File: src/rtl/hs_pkg.sv
// Shared definitions for the handshake FIFO and its neighbouring pipeline stages.
package hs_pkg;

  localparam int unsigned DATA_W = 16;

  typedef logic [DATA_W-1:0] data_t;

endpackage

File: src/rtl/hs_fifo_ptr.sv
// Wrapping FIFO pointer; advances by one when inc is high and wraps at DEPTH.
module hs_fifo_ptr #(
  parameter int unsigned DEPTH = 4
) (
  input  logic                     clk,
  input  logic                     rst,
  input  logic                     inc,
  output logic [$clog2(DEPTH)-1:0] ptr
);

  localparam int unsigned PtrW = $clog2(DEPTH);

  // DEPTH is a power of two, so natural overflow gives the wrap to 0.
  always_ff @(posedge clk or negedge rst) begin
    if (!rst) begin
      ptr <= '0;
    end else if (inc) begin
      ptr <= ptr + PtrW'(1);
    end
  end

endmodule

File: src/rtl/hs_sync_fifo.sv
// Single-clock first-word-fall-through FIFO with valid/ready on both sides.
module hs_sync_fifo
  import hs_pkg::*;
#(
  parameter int unsigned DEPTH    = 4,
  parameter int unsigned AF_LEVEL = DEPTH - 1
) (
  input  logic                   clk,
  input  logic                   rst,
  input  logic                   master_valid_in,
  input  logic [DATA_W-1:0]      master_data_in,
  output logic                   slave_ready_out,
  output logic                   master_valid_out,
  output logic [DATA_W-1:0]      master_data_out,
  input  logic                   slave_ready_in,
  output logic [$clog2(DEPTH):0] fill_count,
  output logic                   almost_full
);

  localparam int unsigned PtrW = $clog2(DEPTH);
  localparam int unsigned CntW = PtrW + 1;

  data_t             mem_q [DEPTH];
  logic [PtrW-1:0]   wr_ptr;
  logic [PtrW-1:0]   rd_ptr;
  logic [CntW-1:0]   count_q;
  logic [CntW-1:0]   count_d;
  logic              push;
  logic              pop;

  // Handshake outputs depend only on the registered count.
  assign slave_ready_out  = (count_q != CntW'(DEPTH));
  assign master_valid_out = (count_q != '0);
  assign almost_full      = (count_q >= CntW'(AF_LEVEL));
  assign fill_count       = count_q;

  assign push = master_valid_in & slave_ready_out;
  assign pop  = master_valid_out & slave_ready_in;

  // Stale storage is masked while empty.
  assign master_data_out = master_valid_out ? mem_q[rd_ptr] : '0;

  hs_fifo_ptr #(
    .DEPTH (DEPTH)
  ) u_wr_ptr (
    .clk (clk),
    .rst (rst),
    .inc (push),
    .ptr (wr_ptr)
  );

  hs_fifo_ptr #(
    .DEPTH (DEPTH)
  ) u_rd_ptr (
    .clk (clk),
    .rst (rst),
    .inc (pop),
    .ptr (rd_ptr)
  );

  always_ff @(posedge clk) begin
    if (push) begin
      mem_q[wr_ptr] <= master_data_in;
    end
  end

  always_comb begin
    count_d = count_q;
    unique case ({push, pop})
      2'b10:   count_d = count_q + CntW'(1);
      2'b01:   count_d = count_q - CntW'(1);
      default: count_d = count_q;
    endcase
  end

  always_ff @(posedge clk or negedge rst) begin
    if (!rst) begin
      count_q <= '0;
    end else begin
      count_q <= count_d;
    end
  end

endmodule

File: config.mk
export PLATFORM = sky130hd
export DESIGN_NAME = hs_sync_fifo
export DESIGN_NICKNAME = d
export VERILOG_FILES = /design/src/rtl/hs_pkg.sv /design/src/rtl/hs_fifo_ptr.sv /design/src/rtl/hs_sync_fifo.sv
export SDC_FILE = /design/constraint.sdc
export NUM_CORES = 1
export LEC_CHECK = 0
export BUFFER_PORTS_ARGS = -buffer_cell sky130_fd_sc_hd__buf_2
export CORE_AREA = 2 2 86 71
export CTS_CLUSTER_SIZE = 28
export DETAILED_ROUTE_END_ITERATION = 7
export DIE_AREA = 0 0 88 73
export GPL_ROUTABILITY_DRIVEN = 1
export MAX_ROUTING_LAYER = met4
export PLACE_DENSITY = 0.79
export SYNTH_ARGS = -nofsm -noshare
export SYNTH_HDL_FRONTEND = slang
export SYNTH_HIERARCHICAL = 1
export SYNTH_SLANG_ARGS = --single-unit
export TNS_END_PERCENT = 1
File: constraint.sdc
create_clock -name clk -period 3.29 [get_ports clk]
set_input_delay 0.658 -clock clk [delete_from_list [all_inputs] [get_ports clk]]
set_output_delay 0.658 -clock clk [all_outputs]
set_load 0.01 [all_outputs]
# Word level (Yosys, flattened, before mapping)
# Memory sizes are Yosys's and may differ from the RTL's.
# Index checks and enable logic that the tools add are counted.
# Widths: inputs -> output; s select.
# totals
register_bits	7
ram_bits	64
input_bits	20
output_inout_bits	22
elab_cells	20
n_memories	1
# mem_list
name	words	width	read_ports	rd_ports_with_merged_regs	wr	line_no	source
mem_q	4	16	1	0	1	hs_sync_fifo.sv:23	data_t mem_q [DEPTH];
# op_classes
add_sub_neg	4
magnitude_cmp	1
n_eq_ne	3
n_mux	4
bitwise	2
n_reduce_logical	2
# ops
operator	count
$mux 16	1
$pmux 3 s2	1
$add 2x1->2 const B	2
$add 3x1->3 const B	1
$ge 3x2->1 const B	1
$ne 3x3->1 const B	1
$reduce_bool 3->1	1
$sub 3x1->3 const B	1
$and 1x1->1	2
$eq 2x1->1 const B	1
$eq 2x2->1 const B	1
$mux 1	2
$reduce_bool 2->1	1

# Depth between registers and ports, before layout
# Gate-level depths: netlist (run 1).
# depth
ltp_word	4
depth_mapped	9
depth_no_buf	8

# Hierarchy
# Netlist (run 1), hierarchy kept.
# modules_own_cells
module	n_inst	cells_each	area_each_um2	seq_area_each_um2
hs_sync_fifo	1	125	2732.6	1996.9
hs_fifo_ptr	2	5	71.3	50.0

# Worst setup path before layout (run 1)
# OpenSTA, ideal clock, no wires.
# synth_timing
path_kind	flip-flop to flip-flop
startpoint	register count_q[2], in the netlist fill_count[2]
endpoint	memory mem_q[1][0] (netlist name), enable pin
setup_ps	413
t_arrival_ps	2050
t_required_ps	2877
setup_slack_ps	827
stages_incl_launch_ff	4
n_path_buf	0
synth_period_minus_slack_ps	2463
cell_sequence	dfrtp_1 -> or3b_4 -> nand2_4 -> nor3b_1
# synth_between
elab_chain_len	4
# synth_lines
item	line_no	source
start, declared	hs_sync_fifo.sv:26	logic [CntW-1:0] count_q;
start signal, assigned	hs_sync_fifo.sv:80	count_q <= count_d;
$ne 3x3->1	hs_sync_fifo.sv:32	assign slave_ready_out = (count_q != CntW'(DEPTH));
named net slave_ready_out	hs_sync_fifo.sv:12	output logic slave_ready_out,
$and 1x1->1	hs_sync_fifo.sv:37	assign push = master_valid_in & slave_ready_out;
$mux 1	hs_sync_fifo.sv:62	if (push) begin
$mux 1 (implied by the code)	hs_sync_fifo.sv:63	mem_q[wr_ptr] <= master_data_in;
end, declared	hs_sync_fifo.sv:23	
# The timed path passes the listed nets, and every way through them passes these cells.

# Worst setup path after layout (run 1)
# layout_timing
startpoint	register u_rd_ptr.ptr[0]
endpoint	output master_data_out[15]
# layout_between
elab_chain_len	2
# layout_lines
item	line_no	source
start, declared	hs_fifo_ptr.sv:8	output logic [$clog2(DEPTH)-1:0] ptr
start signal, assigned	hs_fifo_ptr.sv:18	ptr <= ptr + PtrW'(1);
$mem_v2 4x16	-	
$mux 16	hs_sync_fifo.sv:41	assign master_data_out = master_valid_out ? mem_q[rd_ptr] : '0;
end, declared	hs_sync_fifo.sv:14	output logic [DATA_W-1:0] master_data_out,
# No other way between the ends.

==> results.toml, run 1 <==
[yosys]
yosys_warnings = 6
synth.top_cells.by_area = "edfxtp_1 67%, mux4_2 7.8%, dfrtp_1 6.1%"
synthCells = 135
syn_area_sq_um = 2875
syn_area_per_cell_sq_um = 21.30
post_synth_num_cell_types = 25
synth_ff_type = "edfxtp_1"
syn_nets = 157
synth_enable_flop_cells = 64
async_s_r_ff_share_synth_pct = 9.859
synth-seq-area-share_pct = 72.93
synth_top_area_share_pct = 66.84
postSynthRegisterBits = 71
netlist.top_cell.by_area = "edfxtp_1"

[placement]
dp_cells = 257
place.detailed.hpwl_um = 3103
gp_routability_congestion = 0.7388
buffer_ports.inserted = 41
placed_area_sq_um = 3188
placement.setup.worst_slack_ns = 0.8277

[global_routing]
wire_length_of_the_first_global_routing_pass_um = 7472
grt.overflow.total = 0
gr-usage-all-layers_pct = 17.63
grt_start_max_net_pins = 18
antenna_found_initial = 0
via_count_of_the_first_global_routing_pass = 1428

[worst_setup_path]
cp-start-kind = "flip-flop"
timing.critical_path.arrival_ns = 2.16
worst_setup_path_end_kind = "output port"
crit_buf_inv = 2
crit_fanout = 11
cpPeakStageDelay_ns = 0.59
crit_type = "reg -> out"
critical-path-top-delay-family = "flip-flops"
worst_ep_required_time_ns = 2.63
cp_slowest_cell = "dfrtp_1"
cell_by_cell_listing_of_the_critical_path = "buf_4 > mux4_1 > and2b_1 > buf_2"

[power]
design_internal_power_mw = 2.120
share_clk_of_total_power_pct = 22.3
ir_drop_mv = 0.4904
switching_share_pct = 31.95
share_comb_of_total_power_pct = 34.0
power.static_leakage_nw = 1.259
power.switching_mw = 0.9953
power_frac_seq_pct = 43.7
p_per_area_nw_per_um2 = 918.5

[worst_hold_path]
holdCritPathClass = "in -> async"

[layout]
layout.core_utilization_pct = 59.91
diodes = 0
mostFrequentLayoutCells = "64 x edfxtp_1, 41 x buf_2, 10 x mux4_2"
final_area_sq_um = 3392
final_layout_size_suffix_gt1_share_pct = 42.71
syn_to_final_growth_pct = 17.97
register_area_sq_um = 2097
fin_cells = 273
layout_commonest_cell = "edfxtp_1"
fillerInstances = 422
multi_input_comb_area_sq_um = 728.2
num-nets-final = 209

[detailed_routing]
drt_iter0_drc = 49
route.final.wire_length_um = 4723
drt-pass1-iter-count = 4
via_count = 1357
drtAntennaViolNets = 0
drc = 0
routed_wire_length_per_instance_um = 17.30
routed_via_density = 4.971

[clock_tree]
cts.sink_count = 71
cts_max_path_buffers = 2
cts_tree = "done"
post_cts_resized = 0
cts.repair_timing.setup_buffer_count = 0
h-tree-depth = 3
clk_pin_slew_ns = 0.08
cts_made_buffers = 9
clock_insertion_delay_at_the_later_pin_of_the_skew_report_ns = 0.36
cts_hold_repair.buffers = 0
cts_root_buf = "clkbuf_8"

[sta]
fin_worst_skew_ns = 0.009941
period_minus_slack_ns = 2.814
timing.fmax_mhz = 355.4
worst_pin_slew_ns = 0.8159
fin_tns_setup_ns = 0
drv_slew = 0
final-hold-violation-count = 0
setup_viol = 0
worst_slack_ns = 0.4764
relSlewSlack_pct = 45.61
finalCritPeriodShare_pct = 85.52
rsz0062_at_grt = "false"

[floorplan]
coreArea_sq_um = 5662
num_io_pins = 42
floorplan.rows = 25
start_util_pct = 50.78
die_width_um = 88
dieArea_sq_um = 6424
dieHeight_um = 73

[job]
cap_violations = 0

[run_status]
outcome = "finished clean"
## layout make-up
cell class                      count  area share [%]
Clock buffer                        9           3.652
Clock inverter                      7           2.361
Inverter                            5          0.5533
Multi-Input combinational cell     54           21.47
Sequential cell                    71           61.82
Tap cell                           81           2.988
Timing Repair Buffer               46           7.156
## power groups by stage
| stage | Combinational, mW | Clock (mW) | Sequential (mW) |
|---|---|---|---|
| after floorplan | 0.802 | 0 | 1.30 |
| after detailed placement | 1.07 | 0 | 1.38 |
| after global routing | 1.16 | 0.746 | 1.39 |
| final | 1.06 | 0.693 | 1.36 |
| after CTS | 1.08 | 0.709 | 1.37 |
| after global placement | 1.04 | 0 | 1.36 |
## state kept, by name, summed over array words and instances, names as in the netlist
register and count:
u_rd_ptr/ptr 2, mem_q 64, u_wr_ptr/ptr 2, fill_count 3
## metal layers
metal	up-vias	global-route usage, %	part of all wire (%)
li1	637	-	-
met1	679	20.25	42
met2	33	27.61	51
met3	8	8.032	6.2
met4	0	6.154	1.4
met5	-	-	0
## worst paths after layout
| check | from | end | depth (start not counted) | slack, ns |
|---|---|---|---|---|
| setup / recovery | u_rd_ptr/ptr[0] | master_data_out[15] | 4 | 0.48 |
| hold / removal | rst | u_wr_ptr/ptr[0] | 1 | 0.12 |
| setup reg to reg | fill_count[0] | fill_count[2] | 8 | 1.15 |
| hold reg to reg | u_wr_ptr/ptr[1] | u_wr_ptr/ptr[1] | 1 | 0.58 |
| max in group asynchronous | rst | u_rd_ptr/ptr[1] | 1 | 3.00 |
| min in group clk | master_data_in[14] | mem_q[2][14] | 1 | 0.51 |
## synthesized netlist by cell type, types with 2 or more instances
master    number
edfxtp_1      64
mux4_2        10
nor2b_1        8
dfrtp_1        7
mux4_1         6
and2b_1        5
inv_1          5
nor2b_4        4
xor2_1         4
xnor2_1        3
buf_2          2
buf_6          2
nand2_1        2
nor3b_1        2
## stage by stage
stage,hold slack (ns),power (mW)
after global routing,0.1193,3.299
after floorplan,0.3624,2.106
final,0.1202,3.115
after detailed placement,0.5057,2.460
after global placement,0.4960,2.406
after CTS,0.1142,3.155
## cells by family after synthesis
family / Yosys count / synth area share, %
AO/OA/AOI/OAI: 1 / 0.2612
XOR/XNOR: 7 / 2.132
adder cells (fa/ha/maj): 2 / 1.131
buffers and inverters: 10 / 2.480
flip-flops: 71 / 72.93
multiplexers: 17 / 13.66
AND/OR/NAND/NOR: 27 / 7.398
Power figures use the tool's default switching activity.
==> run 2, diff against run 1 <==
--- a/config.mk
+++ b/config.mk
@@ -6,10 +6,10 @@
 export NUM_CORES = 1
 export LEC_CHECK = 0
 export BUFFER_PORTS_ARGS = -buffer_cell sky130_fd_sc_hd__buf_2
-export CORE_AREA = 2 2 86 71
+export CORE_AREA = 2 2 88 73
 export CTS_CLUSTER_SIZE = 28
 export DETAILED_ROUTE_END_ITERATION = 7
-export DIE_AREA = 0 0 88 73
+export DIE_AREA = 0 0 90 75
 export GPL_ROUTABILITY_DRIVEN = 1
 export MAX_ROUTING_LAYER = met4
 export PLACE_DENSITY = 0.79
==> constraint.sdc (replaced) <==
create_clock -name clk -period 2.49 [get_ports clk]
set_input_delay 0.498 -clock clk [delete_from_list [all_inputs] [get_ports clk]]
set_output_delay 0.498 -clock clk [all_outputs]
set_load 0.01 [all_outputs]
==> run 2 against run 1 <==
Against the previous run:
- die area increased by 5.1%
- register-to-register slack got worse by 0.88 ns
- total power increased by 29%
- first-iteration DRC count decreased by 20%
- critical endpoint is now master_data_out[10]
- core utilization decreased by 1.7 points
==> results.toml, run 2 (same netlist as run 1, synthesis figures left out) <==
[layout]
largest_register_ff_count = 64
final_layout_size_suffix_gt1_share_pct = 41.03
syn_to_final_growth_pct = 17.71
regMostFlops = "mem_q"
diodes = 0
mostFrequentLayoutCells = "64 x edfxtp_1, 41 x buf_2, 11 x clkbuf_8"
layout.core_utilization_pct = 58.17
num-nets-final = 212
layout_commonest_cell = "edfxtp_1"

[detailed_routing]
routed_via_density = 5.033
route.final.wire_length_um = 5053
drtAntennaViolNets = 0
drc = 0
drt_iter0_drc = 39
routed_wire_length_per_instance_um = 18.31
drt-pass1-iter-count = 4
via_count = 1389

[worst_setup_path]
timing.critical_path.arrival_ns = 1.77
worst_ep_required_time_ns = 1.99
cp-start-kind = "flip-flop"
worst_setup_path_end_kind = "output port"
crit_fanout = 10
crit_type = "reg -> out"

[global_routing]
gr-usage-all-layers_pct = 17.25
wire_length_of_the_first_global_routing_pass_um = 7921
antenna_found_initial = 0
grt_start_max_net_pins = 18
grt.overflow.total = 0
via_count_of_the_first_global_routing_pass = 1551

[job]
cap_violations = 0

[sta]
finalCritPeriodShare_pct = 91.17
period_minus_slack_ns = 2.270
final-hold-violation-count = 0
setup_viol = 0
relSlewSlack_pct = 46.20
fin_worst_skew_ns = 0.006403
worst_pin_slew_ns = 0.8070
fin_tns_setup_ns = 0
timing.fmax_mhz = 440.5
drv_slew = 0
rsz0062_at_grt = "false"

[worst_hold_path]
holdCritPathClass = "in -> reg"

[placement]
buffer_ports.inserted = 41
place.detailed.hpwl_um = 3464
gp_routability_congestion = 0.8748

[clock_tree]
clk_pin_slew_ns = 0.06
cts.sink_count = 71
cts_made_buffers = 9
cts_tree = "done"
cts_max_path_buffers = 2
h-tree-depth = 3
clock_insertion_delay_at_the_later_pin_of_the_skew_report_ns = 0.34
cts_root_buf = "clkbuf_8"

[floorplan]
num_io_pins = 42
dieHeight_um = 75
dieArea_sq_um = 6750
start_util_pct = 49.42
coreArea_sq_um = 5818
die_width_um = 90
floorplan.rows = 25

[power]
design_internal_power_mw = 2.768
power_frac_seq_pct = 43.5
power.switching_mw = 1.254
share_clk_of_total_power_pct = 19.5
share_comb_of_total_power_pct = 37.0
switching_share_pct = 31.18
power.static_leakage_nw = 1.264
p_per_area_nw_per_um2 = 1188
ir_drop_mv = 0.4362

[run_status]
outcome = "finished clean"
[run 2: cell count changes in the layout (fill, tap and decap cells not counted), sizes merged]
| cell | before | now |
|---|---|---|
| clkinv | 2 | 1 |
| clkbuf | 9 | 15 |
| inv | 7 | 5 |
| dlygate4sd3 | 0 | 1 |
| bufinv | 1 | 0 |
| buf | 46 | 48 |
| clkinvlp | 2 | 0 |
[run 2: final timing paths]
kind | from | endpoint | slack, ns | depth (start not counted)
worst min register to register | u_wr_ptr/ptr[1] | u_wr_ptr/ptr[1] | 0.58 | 1
worst min-delay path | master_data_in[9] | mem_q[2][9] | 0.38 | 1
max in group asynchronous | rst | u_wr_ptr/ptr[0] | 1.80 | 2
worst max register to register | fill_count[0] | fill_count[2] | 0.27 | 8
worst max-delay path | u_rd_ptr/ptr[1] | master_data_out[10] | 0.22 | 4
min in group asynchronous | rst | u_rd_ptr/ptr[0] | 0.52 | 2
[run 2: worst max-delay path, stage by stage (launching register included)]
cell and delay [ns]:
dfrtp_1 0.54, buf_4 0.27, mux4_2 0.32, nor2b_1 0.16, buf_2 0.15
[run 2: final cells by class]
cell class	count	area, sq um
multi-input combinational	54	728.2
clock inverter	1	5.005
sequential	71	2097
timing repair buffer	49	267.8
clock buffer	15	166.4
fill	465	2434
inverter	5	18.77
tap	81	101.3
[run 2: layer usage]
metal,GRT usage (%),vias up,share of wire (%)
li1,-,639,-
met1,16.87,705,38
met2,31.24,33,56
met3,5.506,12,4.0
met4,9.573,0,2.6
met5,-,-,0
[run 2: repair_timing]
| item | CTS | global route |
|---|---|---|
| hold endpoints to repair | 7 | 0 |
| hold buffers | 1 | 0 |
| setup buffers | 0 | 0 |
| resized for setup | 0 | 0 |
[run 2: metrics by stage]
stage          instances  total power, mW  setup slack [ns]  cell area, sq um  hold slack, ns
3_5_place_dp         259            3.295            0.3119              3203          0.3447
3_3_place_gp         259            3.198            0.4453              3203          0.3374
5_1_grt              276            4.254            0.1055              3385          0.3623
4_1_cts              276            4.081            0.1815              3385          0.3675
2_1_floorplan        135            2.783           0.02740              2875          0.2024
6_report             276            4.022            0.2198              3385          0.3754
[run 2: power groups by stage]
stage	logic, mW	registers [mW]	clock network, mW
2_1_floorplan	1.06	1.72	0
3_3_place_gp	1.46	1.74	0
3_5_place_dp	1.52	1.78	0
4_1_cts	1.52	1.75	0.805
5_1_grt	1.62	1.77	0.857
6_report	1.49	1.75	0.784
==> run 3, diff against run 2 <==
--- a/config.mk
+++ b/config.mk
@@ -11,7 +11,6 @@
 export DETAILED_ROUTE_END_ITERATION = 7
 export DIE_AREA = 0 0 90 75
 export GPL_ROUTABILITY_DRIVEN = 1
-export MAX_ROUTING_LAYER = met4
 export PLACE_DENSITY = 0.79
 export SYNTH_ARGS = -nofsm -noshare
 export SYNTH_HDL_FRONTEND = slang
==> run 3 against run 2 <==
Against the previous run:
- clock skew about the same
- largest cell class unchanged
- critical path type unchanged
- critical path depth is the same
- die area unchanged
- flip-flop and latch count unchanged
- highest routed layer unchanged
==> results.toml, run 3 (same netlist as run 1, synthesis figures left out) <==
[run_status]
outcome = "finished clean"

[global_routing]
antenna_found_initial = 0
wire_length_of_the_first_global_routing_pass_um = 7907
grt_start_max_net_pins = 18
via_count_of_the_first_global_routing_pass = 1552
grt.overflow.total = 0
gr-usage-all-layers_pct = 16.66

[layout]
num-nets-final = 212
fillerInstances = 465
largest_register_ff_count = 64
multi_input_comb_area_sq_um = 728.2
mostFrequentLayoutCells = "64 x edfxtp_1, 41 x buf_2, 11 x clkbuf_8"
final_layout_size_suffix_gt1_share_pct = 41.03
diodes = 0
regMostFlops = "mem_q"
layout_commonest_cell = "edfxtp_1"
syn_to_final_growth_pct = 17.71
layout.core_utilization_pct = 58.17
register_area_sq_um = 2097

[worst_setup_path]
cpPeakStageDelay_ns = 0.54
crit_type = "reg -> out"
worst_setup_path_end_kind = "output port"
cp_slowest_cell = "dfrtp_1"
crit_fanout = 10
worst_ep_required_time_ns = 1.99
cp-start-kind = "flip-flop"
worst-r2r-cell-count = 8
timing.critical_path.arrival_ns = 1.78
cell_by_cell_listing_of_the_critical_path = "buf_4 > mux4_2 > nor2b_1 > buf_2"

[floorplan]
coreArea_sq_um = 5818
dieArea_sq_um = 6750
die_width_um = 90
dieHeight_um = 75
floorplan.rows = 25
num_io_pins = 42
start_util_pct = 49.42

[placement]
placement.setup.worst_slack_ns = 0.3119
place.detailed.hpwl_um = 3464
buffer_ports.inserted = 41
gp_routability_congestion = 0.8610

[clock_tree]
h-tree-depth = 3
cts_tree = "done"
cts_made_buffers = 9
post_cts_resized = 0
cts.sink_count = 71
clk_pin_slew_ns = 0.06
cts_max_path_buffers = 2
cts_root_buf = "clkbuf_8"
clock_insertion_delay_at_the_later_pin_of_the_skew_report_ns = 0.34
cts.repair_timing.setup_buffer_count = 0

[sta]
timing.fmax_mhz = 439.8
drv_slew = 0
worst_pin_slew_ns = 0.8077
rsz0062_at_grt = "false"
fin_worst_skew_ns = 0.006418
finalCritPeriodShare_pct = 91.32
final-hold-violation-count = 0
period_minus_slack_ns = 2.274
setup_viol = 0
fin_tns_setup_ns = 0
worst_slack_ns = 0.2161
relSlewSlack_pct = 46.16

[power]
power.static_leakage_nw = 1.264
p_per_area_nw_per_um2 = 1188
fin_total_pwr_mw = 4.022
ir_drop_mv = 0.4360

[detailed_routing]
routed_wire_length_per_instance_um = 18.39
drtAntennaViolNets = 0
drt_iter0_drc = 49
routed_via_density = 5.025
drt-pass1-iter-count = 4
drc = 0
via_count = 1387
route.final.wire_length_um = 5077

[worst_hold_path]
holdCritPathClass = "in -> reg"
worstHoldPathCells = 1

[job]
cap_violations = 0
[run 3: area by class of cell]
cell class / count / share of cell area [%]
multi-input combinational: 54 / 21.52
clock buffer: 15 / 4.917
inverter: 5 / 0.5545
tap: 81 / 2.994
sequential: 71 / 61.96
timing repair buffer: 49 / 7.911
clock inverter: 1 / 0.1479
[run 3: per-stage QoR]
step / hold slack (ns) / std cells / cell area (sq um)
floorplan: 0.2024 / 135 / 2875
global placement: 0.3374 / 259 / 3203
detailed placement: 0.3447 / 259 / 3203
CTS: 0.3675 / 276 / 3385
global route: 0.3622 / 276 / 3385
finish: 0.3774 / 276 / 3385
[run 3: where the power goes]
group          internal (mW)  switching (mW)  total, mW  leakage, nW
registers               1.60           0.155       1.75        0.668
logic                  0.756           0.732       1.49        0.508
clock network          0.416           0.367      0.783       0.0877
[run 3: repair_timing]
action	CTS	global route
endpoints found under the setup margin	0	0
hold buffers	1	0
hold endpoints to repair	7	0
[run 3: routing by layer]
metal / part of all wire, % / vias up / global-route usage (%)
met5: 0 / - / 0
li1: - / 639 / -
met1: 38 / 704 / 16.87
met2: 55 / 33 / 31.16
met4: 2.5 / 0 / 9.573
met3: 4.1 / 11 / 5.506
[run 3: worst max-delay path, delay by kind of cell (launching register included)]
family	cells	cell delay, ns
multiplexers	1	0.32
flip-flops	1	0.54
AND/OR/NAND/NOR	1	0.16
buffers and inverters	2	0.43
[run 3: worst paths after layout]
check / start / endpoint / slack (ns)
min reg2reg: u_wr_ptr/ptr[1] / u_wr_ptr/ptr[1] / 0.58
min in group asynchronous: rst / u_rd_ptr/ptr[0] / 0.53
max reg2reg: fill_count[0] / fill_count[2] / 0.27
max in group asynchronous: rst / u_wr_ptr/ptr[0] / 1.80
max: u_rd_ptr/ptr[1] / master_data_out[10] / 0.22
min: master_data_in[9] / mem_q[0][9] / 0.38
